$ cat config.mk
export PLATFORM = sky130hd
export DESIGN_NAME = ad_ddr_wr_scheduler
export DESIGN_NICKNAME = d
export VERILOG_FILES = /design/src/rtl/ad_ddr_pkg.sv /design/src/rtl/ad_sync_fifo.sv /design/src/rtl/ad_ddr_wr_scheduler.sv
export SDC_FILE = /design/constraint.sdc
export NUM_CORES = 2
export LEC_CHECK = 0
export CORE_ASPECT_RATIO = 0.8
export CORE_MARGIN = 1
export CORE_UTILIZATION = 40
export DETAILED_ROUTE_END_ITERATION = 16
export GPL_TIMING_DRIVEN = 0
export PLACE_DENSITY_LB_ADDON = 0.3
export REMOVE_ABC_BUFFERS = 1
export SLEW_MARGIN = 20
export SYNTH_ARGS = -nofsm -noshare
export SYNTH_HDL_FRONTEND = slang
export SYNTH_SLANG_ARGS = --single-unit
$ cat constraint.sdc
create_clock -name phy_clk -period 9.8 [get_ports phy_clk]
set_input_delay 1.96 -clock phy_clk [delete_from_list [all_inputs] [get_ports phy_clk]]
set_output_delay 1.96 -clock phy_clk [all_outputs]
set_load 0.01 [all_outputs]
$ cat src/rtl/ad_ddr_pkg.sv
// Shared constants for the ADC-to-DDR write path: DDR port widths, scheduler
// state encodings and the ring-address step helper.
package ad_ddr_pkg;

  localparam int DDR_ADDR_W = 25;
  localparam int DDR_LEN_W  = 10;

  localparam logic [1:0] S_IDLE = 2'd0;
  localparam logic [1:0] S_REQ  = 2'd1;
  localparam logic [1:0] S_DATA = 2'd2;

  // Advance a burst start address by one burst, wrapping past the last legal start.
  function automatic logic [DDR_ADDR_W-1:0] ring_next(
    input logic [DDR_ADDR_W-1:0] addr,
    input logic [DDR_ADDR_W-1:0] step,
    input logic [DDR_ADDR_W-1:0] base,
    input logic [DDR_ADDR_W-1:0] last
  );
    logic [DDR_ADDR_W:0] sum;
    sum = {1'b0, addr} + {1'b0, step};
    if (sum > {1'b0, last}) return base;
    return sum[DDR_ADDR_W-1:0];
  endfunction

endpackage

$ cat src/rtl/ad_sync_fifo.sv
// Single-clock show-ahead FIFO: the head word is visible on o_data whenever
// the FIFO is non-empty, and a full FIFO still accepts a push alongside a pop.
module ad_sync_fifo #(
  parameter int DW = 32,
  parameter int AW = 6
) (
  input  logic          clk,
  input  logic          rst,
  input  logic          i_push,
  input  logic [DW-1:0] i_data,
  input  logic          i_pop,
  output logic [DW-1:0] o_data,
  output logic          o_full,
  output logic          o_empty,
  output logic [AW:0]   o_level,
  output logic          o_push_ok,
  output logic          o_pop_ok
);

  localparam logic [AW:0] L_DEPTH = {1'b1, {AW{1'b0}}};

  logic [DW-1:0] r_mem [0:(1<<AW)-1];
  logic [AW:0]   r_wr_ptr;
  logic [AW:0]   r_rd_ptr;
  logic [AW:0]   w_level;

  assign w_level   = r_wr_ptr - r_rd_ptr;
  assign o_level   = w_level;
  assign o_full    = (w_level == L_DEPTH);
  assign o_empty   = (w_level == '0);
  assign o_pop_ok  = i_pop && !o_empty;
  assign o_push_ok = i_push && (!o_full || o_pop_ok);
  // Forcing zero when empty keeps the data output at its reset value.
  assign o_data    = o_empty ? '0 : r_mem[r_rd_ptr[AW-1:0]];

  always_ff @(posedge clk) begin
    if (o_push_ok) r_mem[r_wr_ptr[AW-1:0]] <= i_data;
  end

  always_ff @(posedge clk or posedge rst) begin
    if (rst) begin
      r_wr_ptr <= '0;
      r_rd_ptr <= '0;
    end else begin
      if (o_push_ok) r_wr_ptr <= r_wr_ptr + 1'b1;
      if (o_pop_ok)  r_rd_ptr <= r_rd_ptr + 1'b1;
    end
  end

endmodule

$ cat src/rtl/ad_ddr_wr_scheduler.sv
// Packs 16-bit ADC samples into 32-bit words, buffers them, and issues
// fixed-length DDR write bursts at ring-buffer addresses.
module ad_ddr_wr_scheduler
  import ad_ddr_pkg::*;
#(
  parameter int                    BURST_LEN = 5,
  parameter int                    FIFO_AW   = 6,
  parameter logic [DDR_ADDR_W-1:0] ADDR_BASE = 25'd0,
  parameter logic [DDR_ADDR_W-1:0] ADDR_LAST = 25'd30
) (
  input  logic                  phy_clk,
  input  logic                  reset,
  input  logic                  local_init_done,
  input  logic                  capture_en,
  input  logic                  ad_valid,
  input  logic [15:0]           ad_data,
  input  logic                  ovf_clr,
  output logic                  wr_burst_req,
  output logic [DDR_LEN_W-1:0]  wr_burst_len,
  output logic [DDR_ADDR_W-1:0] wr_burst_addr,
  input  logic                  wr_burst_data_req,
  input  logic                  wr_burst_data_rfifo,
  output logic [31:0]           wr_burst_data,
  input  logic                  wr_burst_finish,
  output logic [FIFO_AW:0]      fifo_level,
  output logic                  overflow,
  output logic [31:0]           words_written
);

  localparam logic [FIFO_AW:0]     L_BURST_LVL  = (FIFO_AW+1)'(BURST_LEN);
  localparam logic [DDR_ADDR_W-1:0] L_ADDR_STEP = DDR_ADDR_W'(BURST_LEN);

  logic [1:0]            r_state;
  logic                  r_req;
  logic [DDR_ADDR_W-1:0] r_addr;
  logic                  r_half_valid;
  logic [15:0]           r_half_data;
  logic                  r_ovf;
  logic [31:0]           r_words;

  logic                  w_accept;
  logic                  w_push;
  logic                  w_pop_req;
  logic                  w_push_ok;
  logic                  w_pop_ok;
  logic                  w_full;
  logic                  w_empty;
  logic [FIFO_AW:0]      w_level;
  logic [31:0]           w_fifo_data;

  assign w_accept  = capture_en && ad_valid;
  assign w_push    = w_accept && r_half_valid;
  assign w_pop_req = (r_state == S_DATA) && wr_burst_data_rfifo;

  ad_sync_fifo #(
    .DW (32),
    .AW (FIFO_AW)
  ) u_fifo (
    .clk       (phy_clk),
    .rst       (reset),
    .i_push    (w_push),
    .i_data    ({ad_data, r_half_data}),
    .i_pop     (w_pop_req),
    .o_data    (w_fifo_data),
    .o_full    (w_full),
    .o_empty   (w_empty),
    .o_level   (w_level),
    .o_push_ok (w_push_ok),
    .o_pop_ok  (w_pop_ok)
  );

  // Packer: a held half word survives capture_en gaps until the next accepted sample.
  always_ff @(posedge phy_clk or posedge reset) begin
    if (reset) begin
      r_half_valid <= 1'b0;
      r_half_data  <= '0;
    end else if (w_accept) begin
      r_half_valid <= !r_half_valid;
      if (!r_half_valid) r_half_data <= ad_data;
    end
  end

  always_ff @(posedge phy_clk or posedge reset) begin
    if (reset) begin
      r_ovf   <= 1'b0;
      r_words <= '0;
    end else begin
      if (w_push && !w_push_ok) r_ovf <= 1'b1;
      else if (ovf_clr)         r_ovf <= 1'b0;
      if (w_pop_ok) r_words <= r_words + 32'd1;
    end
  end

  // Requests only start with a full burst buffered, so S_DATA never starves.
  always_ff @(posedge phy_clk or posedge reset) begin
    if (reset) begin
      r_state <= S_IDLE;
      r_req   <= 1'b0;
      r_addr  <= ADDR_BASE;
    end else begin
      case (r_state)
        S_IDLE: begin
          if (local_init_done && (w_level >= L_BURST_LVL)) begin
            r_req   <= 1'b1;
            r_state <= S_REQ;
          end
        end
        S_REQ: begin
          if (wr_burst_data_req) begin
            r_req   <= 1'b0;
            r_state <= S_DATA;
          end
        end
        S_DATA: begin
          if (wr_burst_finish) begin
            r_state <= S_IDLE;
            r_addr  <= ring_next(r_addr, L_ADDR_STEP, ADDR_BASE, ADDR_LAST);
          end
        end
        default: begin
          r_state <= S_IDLE;
          r_req   <= 1'b0;
        end
      endcase
    end
  end

  assign wr_burst_req  = r_req;
  assign wr_burst_len  = DDR_LEN_W'(BURST_LEN);
  assign wr_burst_addr = r_addr;
  assign wr_burst_data = w_fifo_data;
  assign fifo_level    = w_level;
  assign overflow      = r_ovf;
  assign words_written = r_words;

endmodule

==> flow_summary.yaml <==
outcome:
  status: "completed"
final_layout:
  area_growth_pct: 18.2
  drive_above_1_share: 0.321
  layout.cells.most_common_list: "edfxtp_1 (2048), mux4_2 (666), clkbuf_16 (196), buf_12 (114), clkdlybuf4s50_1 (106)"
  finalNetCount: 3854
  fin_area_um2: 97800
  final_util: 0.478
  final_common_cell: "edfxtp_1"
clock_tree:
  clock_sinks: 2140
  cts_resized: 0
  clock_latency_ns: 0.85
  cts_buffer_depth: 3
  htree_levels: 4
  cts_setup_buffers: 0
  cts_buffers: 191
  clkTransAtPathRegs_ns: 0.07
  ctsHoldBuffers: 0
  cts_tree: "yes"
  cts_root_buf: "clkbuf_16"
sta:
  final.period_utilization: 0.786
  grt_setup_unrepaired: "false"
  tns_ns: 0
  slew_headroom: 0.301
  post-route-min-period_ns: 7.71
  clock.fmax_mhz: 130
  setup_viol: 0
  finalHoldViolations: 0
  slew_violations: 0
  fin_ws_ns: 2.09
  skew_ns: 0.0380
  worst_slew_pin_slew_ns: 1.04
  holdWs_ns: 0.476
detailed_routing:
  wl_per_cell_um: 32.5
  vias_per_cell: 5.87
  vias: 39200
  drt_iter0_drc: 5736
  dr.pass1.iters: 5
  drc: 0
  totalWireLength_um: 217000
  ant_nets: 0
synthesis:
  synth-main-ff-cell: "edfxtp_1"
  yosys_warnings: 0
  syn_inst: 3472
  synth_top_family_by_area: "multiplexers"
  synthesis.area_um2: 82700
  synth_xor_area_frac: 0.00529
  synth-compound-area-share: 0.00556
  yosys.area_share.simple: 0.0196
  synthArstFlopShare: 0.0430
  synth.area.mux_share: 0.185
  ys_seq_elements: 2140
  synth_edf_count: 2048
  synth_adder_area_share: 0.00191
  ys_types: 64
  yosysSeqAreaShare: 0.771
  syn_area_per_cell_um2: 23.8
setup_path:
  end_kind: "output pin"
  cp-start-kind: "flop"
  critPathKind: "reg -> out"
  path_max_fanout: 34
  crit_required_ns: 7.84
  worstPathArrival_ns: 5.75
worst_hold_path:
  hold_class: "reg -> reg"
global_route:
  grt_pass1_vias: 39100
  grt_max_degree: 60
  overflow: 0
  grt_usage: 0.210
  antenna_found_initial: 6
  grt_pass1_wl_um: 305000
placement:
  place.gp.congestion: 0.740
  port_buffers: 122
  placed_area_um2: 91800
  hpwl_um: 144000
  dp_slack_ns: 2.84
floorplan:
  die_area_um2: 209000
  fp.dieW_um: 511
  core-area_um2: 204000
  rows: 148
  die_h_um: 409
  start_util: 0.405
  ios: 133
power:
  ir_drop_mv: 0.204
  power_leakage_nw: 30.5
  power.density_nw_per_um2: 260
job:
  drv_cap: 0
Yosys cell counts, types with 3 or more instances:
cell type / instances / area share
buf_6: 5 / 0.00068
mux2i_1: 6 / 0.00073
or2_2: 6 / 0.00045
xnor2_1: 16 / 0.0017
edfxtp_1: 2048 / 0.74
nand4_2: 4 / 0.00060
and3_1: 10 / 0.00076
mux2_2: 17 / 0.0023
nand3b_1: 5 / 0.00045
buf_2: 44 / 0.0027
nand4_1: 17 / 0.0013
inv_2: 3 / 0.00014
or3_1: 4 / 0.00030
and2_1: 24 / 0.0018
nand3_1: 19 / 0.0011
a211oi_1: 7 / 0.00064
ha_1: 11 / 0.0017
nor4_1: 14 / 0.0011
inv_1: 17 / 0.00077
a31oi_1: 3 / 0.00023
nand2b_1: 3 / 0.00023
a21oi_1: 10 / 0.00060
nor4b_1: 8 / 0.00085
dfrtp_1: 92 / 0.028
and4_1: 6 / 0.00064
buf_1: 24 / 0.0011
o211ai_1: 5 / 0.00045
mux4_2: 666 / 0.18
a21o_1: 3 / 0.00027
o21ai_0: 12 / 0.00073
nor3_1: 15 / 0.00091
nor2b_1: 29 / 0.0022
nor2_1: 87 / 0.0039
xor2_1: 34 / 0.0036
clkbuf_1: 83 / 0.0038
nand2_1: 49 / 0.0022
buf_4: 30 / 0.0027
sequential cells by signal (all words and copies together), names as in the netlist:
register,flops
r_half_data,16
r_state,2
r_half_valid,1
u_fifo.r_mem,2048
u_fifo.r_wr_ptr,7
words_written,32
overflow,1
u_fifo.r_rd_ptr,7
wr_burst_req,1
wr_burst_addr,25
critical path, stage by stage (launching register included):
cell and delay [ns]:
dfrtp_4 0.88, buf_16 0.33, buf_16 0.29, buf_16 0.30, buf_16 0.29, buf_16 0.29, mux4_2 0.56, mux4_2 0.55
mux4_2 0.59, nor2b_1 0.18, clkdlybuf4s50_1 0.48
worst paths after layout:
check	cells past startpoint	slack, ns	from	to
min in group asynchronous	2	1.57	reset	r_state[1]$_DFFE_PP0P_
hold / removal	1	0.48	words_written[31]$_DFFE_PP0P_	words_written[31]$_DFFE_PP0P_
setup reg to reg	12	3.76	u_fifo.r_rd_ptr[5]$_DFFE_PP0P_	u_fifo.r_mem[25][28]$_DFFE_PP_
max in group asynchronous	3	7.46	reset	u_fifo.r_rd_ptr[2]$_DFFE_PP0P_
hold reg to reg	1	0.48	words_written[31]$_DFFE_PP0P_	words_written[31]$_DFFE_PP0P_
setup / recovery	10	2.09	u_fifo.r_rd_ptr[0]$_DFFE_PP0P_	wr_burst_data[30]
power breakdown:
group	switching [mW]	total, mW	leakage [nW]	internal, mW
logic	3.56	7.27	8.00	3.71
registers	0.336	10.8	19.6	10.5
clock network	3.30	7.35	2.94	4.05
final cells by class:
type                    count  area (um^2)
flip-flops and latches   2140        63800
repair buffers            330         6010
fillers                 16200       107000
well taps                2700         3380
multi-input cells        1133        18500
inverters                  21         93.8
clock inverters           113          926
diodes                      3         7.51
clock buffers             237         5060
metal layers:
layer | wire (um) | global-route usage
met1 | 88200 | 0.297
met2 | 105000 | 0.332
met5 | 0 | 0
met3 | 18800 | 0.0432
met4 | 5330 | 0.0540
stage by stage:
step | power [mW] | instances
6_report | 25.4 | 6677
5_1_grt | 26.3 | 6675
2_1_floorplan | 17.1 | 3294
4_1_cts | 25.7 | 6674
3_5_place_dp | 18.4 | 6324
3_3_place_gp | 18.4 | 6116
kinds of logic after synthesis:
kind of cell,Yosys count
compound gates,64
xor+xnor,50
fa+ha+maj,12
buf+inv,207
flops,2140
mux,691
other cells,2
simple gates,306
Note: power is estimated with default switching activity, not from simulation.
